==> src/rtl/dmem_arbiter_pkg.sv <==
// dmem_arbiter_pkg: shared state encoding and counter width for the data-RAM arbiter.
package dmem_arbiter_pkg;
  localparam int CW = 4;
  typedef enum logic {S_CPU = 1'b0, S_DBG = 1'b1} state_t;
endpackage

==> src/rtl/dmem_arb_fsm.sv <==
// dmem_arb_fsm: CPU-priority / locked-burst arbitration state, starvation and burst counters, grants.
module dmem_arb_fsm
  import dmem_arbiter_pkg::*;
#(
  parameter int STARVE_LIM = 3,
  parameter int MAX_BURST  = 4
) (
  input  logic CLK,
  input  logic Clrn,
  input  logic cpu_req,
  input  logic dbg_req,
  input  logic dbg_lock,
  output logic dbg_gnt,
  output logic cpu_stall
);
  state_t state;
  logic [CW-1:0] starve_cnt, burst_cnt;
  logic burst_end;
  always_comb begin
    dbg_gnt   = Clrn & dbg_req & (state == S_DBG | ~cpu_req | starve_cnt == CW'(STARVE_LIM));
    cpu_stall = cpu_req & dbg_gnt;
    burst_end = (burst_cnt + CW'(1)) == CW'(MAX_BURST);
  end
  // A one-grant burst limit never enters S_DBG, so the CPU regains priority right away.
  always_ff @(posedge CLK or negedge Clrn) begin
    if (!Clrn) begin
      state      <= S_CPU;
      starve_cnt <= '0;
      burst_cnt  <= '0;
    end else if (state == S_CPU) begin
      starve_cnt <= (dbg_gnt | ~dbg_req) ? '0 : starve_cnt + CW'(1);
      if (dbg_gnt & dbg_lock & (MAX_BURST > 1)) begin
        state     <= S_DBG;
        burst_cnt <= CW'(1);
      end
    end else begin
      starve_cnt <= '0;
      if (~dbg_lock | ~dbg_req | burst_end) begin
        state     <= S_CPU;
        burst_cnt <= '0;
      end else begin
        burst_cnt <= burst_cnt + CW'(1);
      end
    end
  end
endmodule

==> src/rtl/dmem_arbiter.sv <==
// dmem_arbiter: shares the single-port data RAM between the MEM stage and a debug/loader port.
module dmem_arbiter
  import dmem_arbiter_pkg::*;
#(
  parameter int AW         = 32,
  parameter int DW         = 32,
  parameter int STARVE_LIM = 3,
  parameter int MAX_BURST  = 4
) (
  input  logic          CLK,
  input  logic          Clrn,
  input  logic          cpu_req,
  input  logic          cpu_we,
  input  logic [AW-1:0] cpu_addr,
  input  logic [DW-1:0] cpu_wdata,
  output logic [DW-1:0] cpu_rdata,
  output logic          cpu_stall,
  input  logic          dbg_req,
  input  logic          dbg_lock,
  input  logic          dbg_we,
  input  logic [AW-1:0] dbg_addr,
  input  logic [DW-1:0] dbg_wdata,
  output logic          dbg_gnt,
  output logic          dbg_rvalid,
  output logic [DW-1:0] dbg_rdata,
  output logic          ram_we,
  output logic [AW-1:0] ram_addr,
  output logic [DW-1:0] ram_wdata,
  input  logic [DW-1:0] ram_rdata
);
  dmem_arb_fsm #(.STARVE_LIM(STARVE_LIM), .MAX_BURST(MAX_BURST)) u_fsm (
    .CLK      (CLK),
    .Clrn     (Clrn),
    .cpu_req  (cpu_req),
    .dbg_req  (dbg_req),
    .dbg_lock (dbg_lock),
    .dbg_gnt  (dbg_gnt),
    .cpu_stall(cpu_stall)
  );
  // The CPU only reaches the RAM when debug is not granted, so a denied store never writes.
  always_comb begin
    cpu_rdata = ram_rdata;
    ram_addr  = dbg_gnt ? dbg_addr : cpu_addr;
    ram_wdata = dbg_gnt ? dbg_wdata : cpu_wdata;
    ram_we    = dbg_gnt ? dbg_we : Clrn & cpu_req & cpu_we;
  end
  always_ff @(posedge CLK or negedge Clrn) begin
    if (!Clrn) begin
      dbg_rvalid <= 1'b0;
      dbg_rdata  <= '0;
    end else begin
      dbg_rvalid <= dbg_gnt & ~dbg_we;
      if (dbg_gnt & ~dbg_we) dbg_rdata <= ram_rdata;
    end
  end
endmodule

==> config.mk <==
export PLATFORM = sky130hd
export DESIGN_NAME = dmem_arbiter
export DESIGN_NICKNAME = d
export VERILOG_FILES = /design/src/rtl/dmem_arbiter_pkg.sv /design/src/rtl/dmem_arb_fsm.sv /design/src/rtl/dmem_arbiter.sv
export SDC_FILE = /design/constraint.sdc
export NUM_CORES = 1
export LEC_CHECK = 0
export CORE_AREA = 2 2 117 119
export DETAILED_ROUTE_END_ITERATION = 12
export DIE_AREA = 0 0 119 121
export GPL_TIMING_DRIVEN = 0
export PLACE_DENSITY_LB_ADDON = 0.1
export SLEW_MARGIN = 10
export SYNTH_ARGS = -nofsm -noshare
export SYNTH_HDL_FRONTEND = slang
export SYNTH_HIERARCHICAL = 1
export SYNTH_SLANG_ARGS = --single-unit
==> constraint.sdc <==
create_clock -name CLK -period 2.86 [get_ports CLK]
set_input_delay 0.286 -clock CLK [delete_from_list [all_inputs] [get_ports CLK]]
set_output_delay 0.286 -clock CLK [all_outputs]
set_load 0.005 [all_outputs]
==> Word level (Yosys, flattened, before mapping) <==
Index checks and enable logic that the tools add are counted.
{ "totals": {"register_bits": 42, "inputBits": 167, "out_inout_bits": 132, "word_cells": 37} }
{ "op_classes": {"addsub": 2, "n_eq_ne": 2, "mux": 11, "bitwise_logic": 16, "reduce_logical": 1} }
{ "ops": {"columns": ["op", "n"], "rows": [
  ["32-bit 2-to-1 mux", 2],
  ["4-bit 2-to-1 mux", 5],
  ["4-bit by 1-bit adder with 4-bit output, second input constant", 2],
  ["1-bit AND", 7],
  ["1-bit OR", 5],
  ["4-bit by 2-bit == test with 1-bit output, second input constant", 1],
  ["4-bit by 3-bit == test with 1-bit output, second input constant", 1],
  ["1-bit 2-to-1 mux", 4],
  ["1-bit inverter", 4],
  ["2-bit nonzero test", 1]
]} }

==> Depth between registers and ports, before layout <==
{ "depth": {"ltp_word": 7, "ltp_mapped": 9, "ltp_nobuf": 7} }

==> Modules after synthesis <==
Netlist, hierarchy kept.
{ "modules_own_cells": {"columns": ["module", "instances", "cells_per_inst", "area_per_inst_um2", "seq_area_each_um2"], "rows": [
  ["dmem_arbiter", 1, 176, 2250.9, 825.8],
  ["dmem_arb_fsm", 1, 58, 544.3, 225.2]
]} }

==> Worst setup path before layout <==
OpenSTA, ideal clock, no wires.
{ "synth_timing": {"path_kind": "register -> output", "from": "register u_fsm.starve_cnt[0]", "to": "output port ram_addr[23]", "t_arrival_ns": 1.775, "path_slack_ns": 0.799, "path_stages_with_launch": 9, "path_buffers": 2, "cell_sequence": "dfrtp_1 > ha_1 > nand2b_1 > o21ai_1 > nor2_1 > nor2_1 > buf_2 > buf_4 > mux2_2"} }
{ "synth_via": {"elab_chain_len": 4} }
{ "synth_rtl": {"columns": ["element", "line", "rtl"], "rows": [
  ["from (decl)", "dmem_arb_fsm.sv:17", "logic [CW-1:0] starve_cnt, burst_cnt;"],
  ["from (signal assigned)", "dmem_arb_fsm.sv:31", "starve_cnt <= (dbg_gnt | ~dbg_req) ? '0 : starve_cnt + CW'(1);"],
  ["4-bit by 2-bit == test with 1-bit output", "dmem_arb_fsm.sv:20", "dbg_gnt = Clrn & dbg_req & (state == S_DBG | ~cpu_req | starve_cnt == CW'(STARVE_LIM));"],
  ["1-bit OR", "dmem_arb_fsm.sv:20", null],
  ["1-bit AND", "dmem_arb_fsm.sv:20", null],
  ["via dbg_gnt", "dmem_arbiter.sv:23", "output logic dbg_gnt,"],
  ["32-bit 2-to-1 mux", "dmem_arbiter.sv:43", "ram_addr = dbg_gnt ? dbg_addr : cpu_addr;"],
  ["to (decl)", "dmem_arbiter.sv:27", "output logic [AW-1:0] ram_addr,"]
]} }
The timed path passes the listed nets, and every way through them passes these cells.

==> Worst setup path in the final report <==
{ "layout_timing": {"from": "register u_fsm.starve_cnt[0]", "to": "output port ram_wdata[21]"} }
{ "layout_via": {"elab_chain_len": 4} }
{ "layout_rtl": {"columns": ["element", "line", "rtl"], "rows": [
  ["4-bit by 2-bit == test with 1-bit output", "dmem_arb_fsm.sv:20", null],
  ["1-bit OR", "dmem_arb_fsm.sv:20", null],
  ["1-bit AND", "dmem_arb_fsm.sv:20", null],
  ["32-bit 2-to-1 mux", "dmem_arbiter.sv:44", "ram_wdata = dbg_gnt ? dbg_wdata : cpu_wdata;"],
  ["to (decl)", "dmem_arbiter.sv:28", "output logic [DW-1:0] ram_wdata,"]
]} }
No other way between the ends.

==> qor.txt <==
status = finished clean
CTS root buffer = clkbuf_16
Leakage Power = 2.687 nW
ys flop type = dfrtp_1
Num CTS Buffers = 5
post-route clock period utilization = 0.9748
main combinational cell family by area after synthesis = multiplexers
number of library cell types mapped by synthesis = 33
Hold Crit Class = in -> async
CP arrival = 2.50 ns
Detailed Routing Iterations Pass 1 = 4
Syn-to-layout area delta = 125.3%
Final min period = 2.788 ns
Setup crit start kind = flip-flop
DP Wirelength = 10.43 mm
Peak supply drop = 0.0002469 V
crit path kind = reg -> out
CP Data Required Time = 2.57 ns
synthesized flop and latch total = 42
Sink Count = 42
Cell Chain, Critical Path = ha_2, nand2b_1, o21ai_2, nor2_1, nor2_2, buf_6, buf_6, mux2_2, clkdlybuf4s50_1
mux cell area share after synthesis = 0.3868
YS warnings = 6
Synth Instances = 234
Max FO, Critical Path = 10
Row Count = 42
unrepaired setup endpoints after global routing = yes
CTS Buffer Depth = 2
I/O pin cnt = 299
worst stage delay on the critical path = 0.48 ns
global-route wire length before repair = 17.10 mm
most used cell, CP = buf_6
fraction of the mapped netlist area in adder cells = 0.01343
Fin Hold WS = 0.01021 ns
antenna-violating nets left = 0
pin count of the biggest net entering global routing = 33
compound-gate portion of the synthesized area = 0.04387
die area = 14400 um^2
clk_lat worst skew = 0.28 ns
initial antenna violation count = 1
Nets = 715
CP max stage cell = clkdlybuf4s50_1
Worst Tran Pin Value = 0.6810 ns
DRC = 0
Syn Nets = 404
Initial Util = 0.2136
sequential share of the synthesized area = 0.3760
Die W = 119 um
Fmax = 358.7 MHz
Final Skew = 0.004737 ns
Core Area = 13090 um^2
number of DRC markers in iteration 0 = 49
Crit. End Element = primary output
Tot GR Track Use = 0.1562
final-report setup violation count = 0
CTS H-tree depth = 2
Port Buffers = 298
DIE HEIGHT = 121 um
Hold Violations, Final = 0
Pwr Total = 0.002319 W
layout cell share with drive strength beyond 1 = 0.2363
Post-Route WL = 11.98 mm
clock slew at reported path FFs = 0.06 ns
vias per std cell = 4.105
CTS tree = built
XOR/XNOR Fraction of Synth Area = 0.003133
Pwr Density = 368.2 nW/um^2
GRT overflow = 0
Slew HR = 0.5445
wire per inst = 16.57 um
synthesized-area fraction occupied by and/or/nand/nor cells = 0.05909
Avg Inst Size Synth = 11.95 um^2
Mapped Area = 2795 um^2
vias in the first global route = 3028
via count = 2968
routability cong. = 0.8391
Post-synth EDFFs = 0
Final Slew Violations = 0
max-cap viol count = 0
async set or reset register ratio after synthesis = 1.000
[cell type report]
class | count | area, um^2
Fill cell | 1213 | 6788
Timing Repair Buffer | 304 | 3085
Multi-Input combinational cell | 148 | 1424
Sequential cell | 42 | 1051
Buffer | 44 | 362.8
Tap cell | 176 | 220.2
Clock buffer | 6 | 138.9
Clock inverter | 2 | 12.51
Antenna cell | 1 | 2.502
[critical path: cells and delay by family (launching register included)]
family / cells / cell delay (ns)
buffers and inverters: 3 / 0.81
adders and majority gates: 1 / 0.20
and+or+nand+nor: 3 / 0.34
AOI/OAI and AO/OA: 1 / 0.15
muxes: 1 / 0.34
DFF: 1 / 0.37
[placed cells by master, fill, tap and decap left out, drive strengths merged, types with 4 or more instances in the layout]
master,count
nor2,6
dfrtp,42
clkdlybuf4s50,278
dlymetal6s2s,19
buf,50
nand2,7
nand3,5
clkbuf,6
mux2,96
nor2b,4
[report_power, final]
group	internal (W)	switching, W
combinational	0.000704	0.000272
sequential	0.000712	0.0000648
clock	0.000345	0.000220
total	0.00176	0.000557
[routing by layer]
layer  GRT usage  vias to the layer above  part of all wire
li1            -                     1434                 -
met1      0.1493                     1361              0.33
met2      0.3068                      164              0.55
met3     0.07049                        9              0.11
met4     0.02902                        0             0.013
met5           0                        -                 0
[registers in the layout, indices dropped and copies added, names as in the netlist]
signal	flops
u_fsm/starve_cnt	4
u_fsm/burst_cnt	4
dbg_rvalid	1
dbg_rdata	32
u_fsm/state	1
[synthesized netlist by cell type, drive strengths merged, types with 2 or more instances]
cell type	n	share of area
mux2	96	0.39
nor2	6	0.0081
nand2	7	0.0094
nand3	5	0.0090
nor2b	4	0.0090
o21ai	3	0.0054
buf	44	0.12
nand2b	3	0.0067
nor3	2	0.0054
a21oi	3	0.0054
dfrtp	42	0.38
ha	3	0.013
[stage by stage]
stage               setup TNS (ns)    util  cells  worst slack [ns]  instance area, um^2
floorplan                        0       -    234            0.7987                 2795
global placement           -144.08  0.4584    708            -1.736                 5998
detailed placement          -4.877  0.4596    709           -0.1668                 6013
CTS                              0  0.4761    722           0.01694                 6230
global route                -1.424  0.4811    722          -0.05824                 6295
finish                           0  0.4813    723           0.07210                 6297
[timing repair]
| action | CTS | global route |
|---|---|---|
| endpoints found under the setup margin | 65 | 61 |
| pin swaps | 1 | 1 |
| hold buffers | 1 | 0 |
| hold endpoints to repair | 14 | 0 |
| buffers inserted | 4 | 0 |
| resized for setup | 8 | 24 |
[path summary, 6_finish.rpt]
kind / from / to / slack (ns) / cells past startpoint
setup / recovery: u_fsm/starve_cnt[0] / ram_wdata[21] / 0.07 / 9
hold / removal: Clrn / dbg_rdata[20] / 0.01 / 2
setup reg to reg: u_fsm/starve_cnt[0] / dbg_rdata[27] / 0.63 / 10
hold reg to reg: u_fsm/starve_cnt[0] / u_fsm/starve_cnt[0] / 0.48 / 1
max in group asynchronous: Clrn / u_fsm/state / 1.76 / 2
min in group CLK: u_fsm/starve_cnt[0] / u_fsm/starve_cnt[0] / 0.48 / 1
[logic make-up after synthesis]
family          count (synthesis)
buf+inv                        44
xor+xnor                        1
mux                            96
compound gates                 17
simple gates                   31
fa+ha+maj                       3
flops                          42
Power figures use the tool's default switching activity.
==> RTL change 1, RTL diff (same settings) <==
The parameter `AW` goes from 32 to 16.
--- a/src/rtl/dmem_arbiter.sv
+++ b/src/rtl/dmem_arbiter.sv
@@ -2,7 +2,7 @@
 module dmem_arbiter
   import dmem_arbiter_pkg::*;
 #(
-  parameter int AW         = 32,
+  parameter int AW         = 16,
   parameter int DW         = 32,
   parameter int STARVE_LIM = 3,
   parameter int MAX_BURST  = 4
Interface: changed (resized cpu_addr, dbg_addr and ram_addr); port bits go from 299 to 251. The function was not compared with the original's and may differ.
==> RTL change 1 against the original RTL <==
Synthesized cell count is 7.3% lower; highest routed layer unchanged; die area stayed put; sequential cell count stayed put; total power is 0.73% lower; non-clock buffer count is 53 lower; critical path depth stayed put; area after synthesis is 2.6% lower; worst setup slack better by 0.064 ns; largest cell class unchanged; routed wire length is 17% lower; design area is 9.8% lower; clock skew is 0.0018 ns higher.
==> RTL change 1: results <==
[outcome]
status = "finished clean"

[yosys]
synth_compound_area_frac = 0.0450
synth_fa_ha_area_frac = 0.0138
synth-xor-area-share = 0.00322
synth_cells = 217
seq_area_frac_synth = 0.386
muxShareOfSynthArea = 0.371
syn-num-nets = 355

[layout]
diodes = 0
drive_gt1_frac = 0.289

[global_routing]
grt_pass1_wl_mm = 14.7
first_global_vias = 2573
grt_max_degree = 36

[power_and_ir_drop]
ir_drop_mv = 0.222

[place]
hpwl_mm = 8.19
place_congestion = 0.702
port_buffers = 250

[critical_path]
r2r_slack_ns = 0.79

[detailed_routing]
avgRoutedWirePerCell_um = 15.2
dr_wl_met2_mm = 5.28
wl_met1_mm = 4.07
met3WireLength_um = 497

[timing]
skew_ns = 0.00650
holdWs_ns = 0.0417
max-slew-margin-rel = 0.704
worst_slack_ns = 0.136
## RTL change 1: final timing paths
check | to | cells after the start
worst max-delay path | ram_addr[12] | 9
worst min-delay path | dbg_rdata[21] | 2
worst max register to register | dbg_rdata[28] | 10
worst min register to register | u_fsm/starve_cnt[0] | 1
max in group asynchronous | u_fsm/burst_cnt[1] | 2
min in group CLK | u_fsm/starve_cnt[0] | 1
## RTL change 1: area by class of cell
cell class | instances | area, um^2
Tap cell | 176 | 220
Timing Repair Buffer | 252 | 2530
Multi-Input combinational cell | 132 | 1360
Clock inverter | 2 | 12.5
Fill cell | 1224 | 7410
Buffer | 43 | 362
Sequential cell | 42 | 1050
Clock buffer | 6 | 139
## RTL change 1: cell families (layout without fill, tap and decap cells)
logic type | after synthesis | in the layout
and+or+nand+nor | 31 | 31
DFF | 42 | 42
buffers and inverters | 43 | 303
xor gates and xnor gates | 1 | 1
muxes | 80 | 80
AOI/OAI and AO/OA | 17 | 17
adders and majority gates | 3 | 3
## RTL change 1: routing by layer
layer / global-route usage / up-vias
met4: 0.0275 / 0
met1: 0.163 / 1192
met2: 0.231 / 82
met5: 0 / -
li1: - / 1262
met3: 0.0301 / 9
## RTL change 1: timing repair
action	in CTS	in global routing
hold buffers	1	0
gates resized for setup	8	12
endpoints found under the hold margin	9	0
pin swaps	0	1
endpoints found under the setup margin	49	49
## RTL change 1: metrics by stage
step / utilization / instance area, um^2
6_report: 0.434 / 5680
2_1_floorplan: - / 2720
3_3_place_gp: 0.416 / 5450
5_1_grt: 0.434 / 5680
3_5_place_dp: 0.417 / 5460
4_1_cts: 0.432 / 5650
## RTL change 1: power breakdown
part / internal, uW / total [uW] / switching, uW
Sequential: 713 / 786 / 73.3
Combinational: 701 / 945 / 244
Clock: 345 / 571 / 225
Total: 1760 / 2300 / 542
## RTL change 1: critical path: stages, from the launching register on
cell and delay (ns):
dfrtp_1 0.38, ha_2 0.20, nand2b_1 0.08, o21ai_2 0.16
nor2_1 0.08, nor2_2 0.14, buf_8 0.15, buf_6 0.15
mux2_2 0.37, clkdlybuf4s50_1 0.45
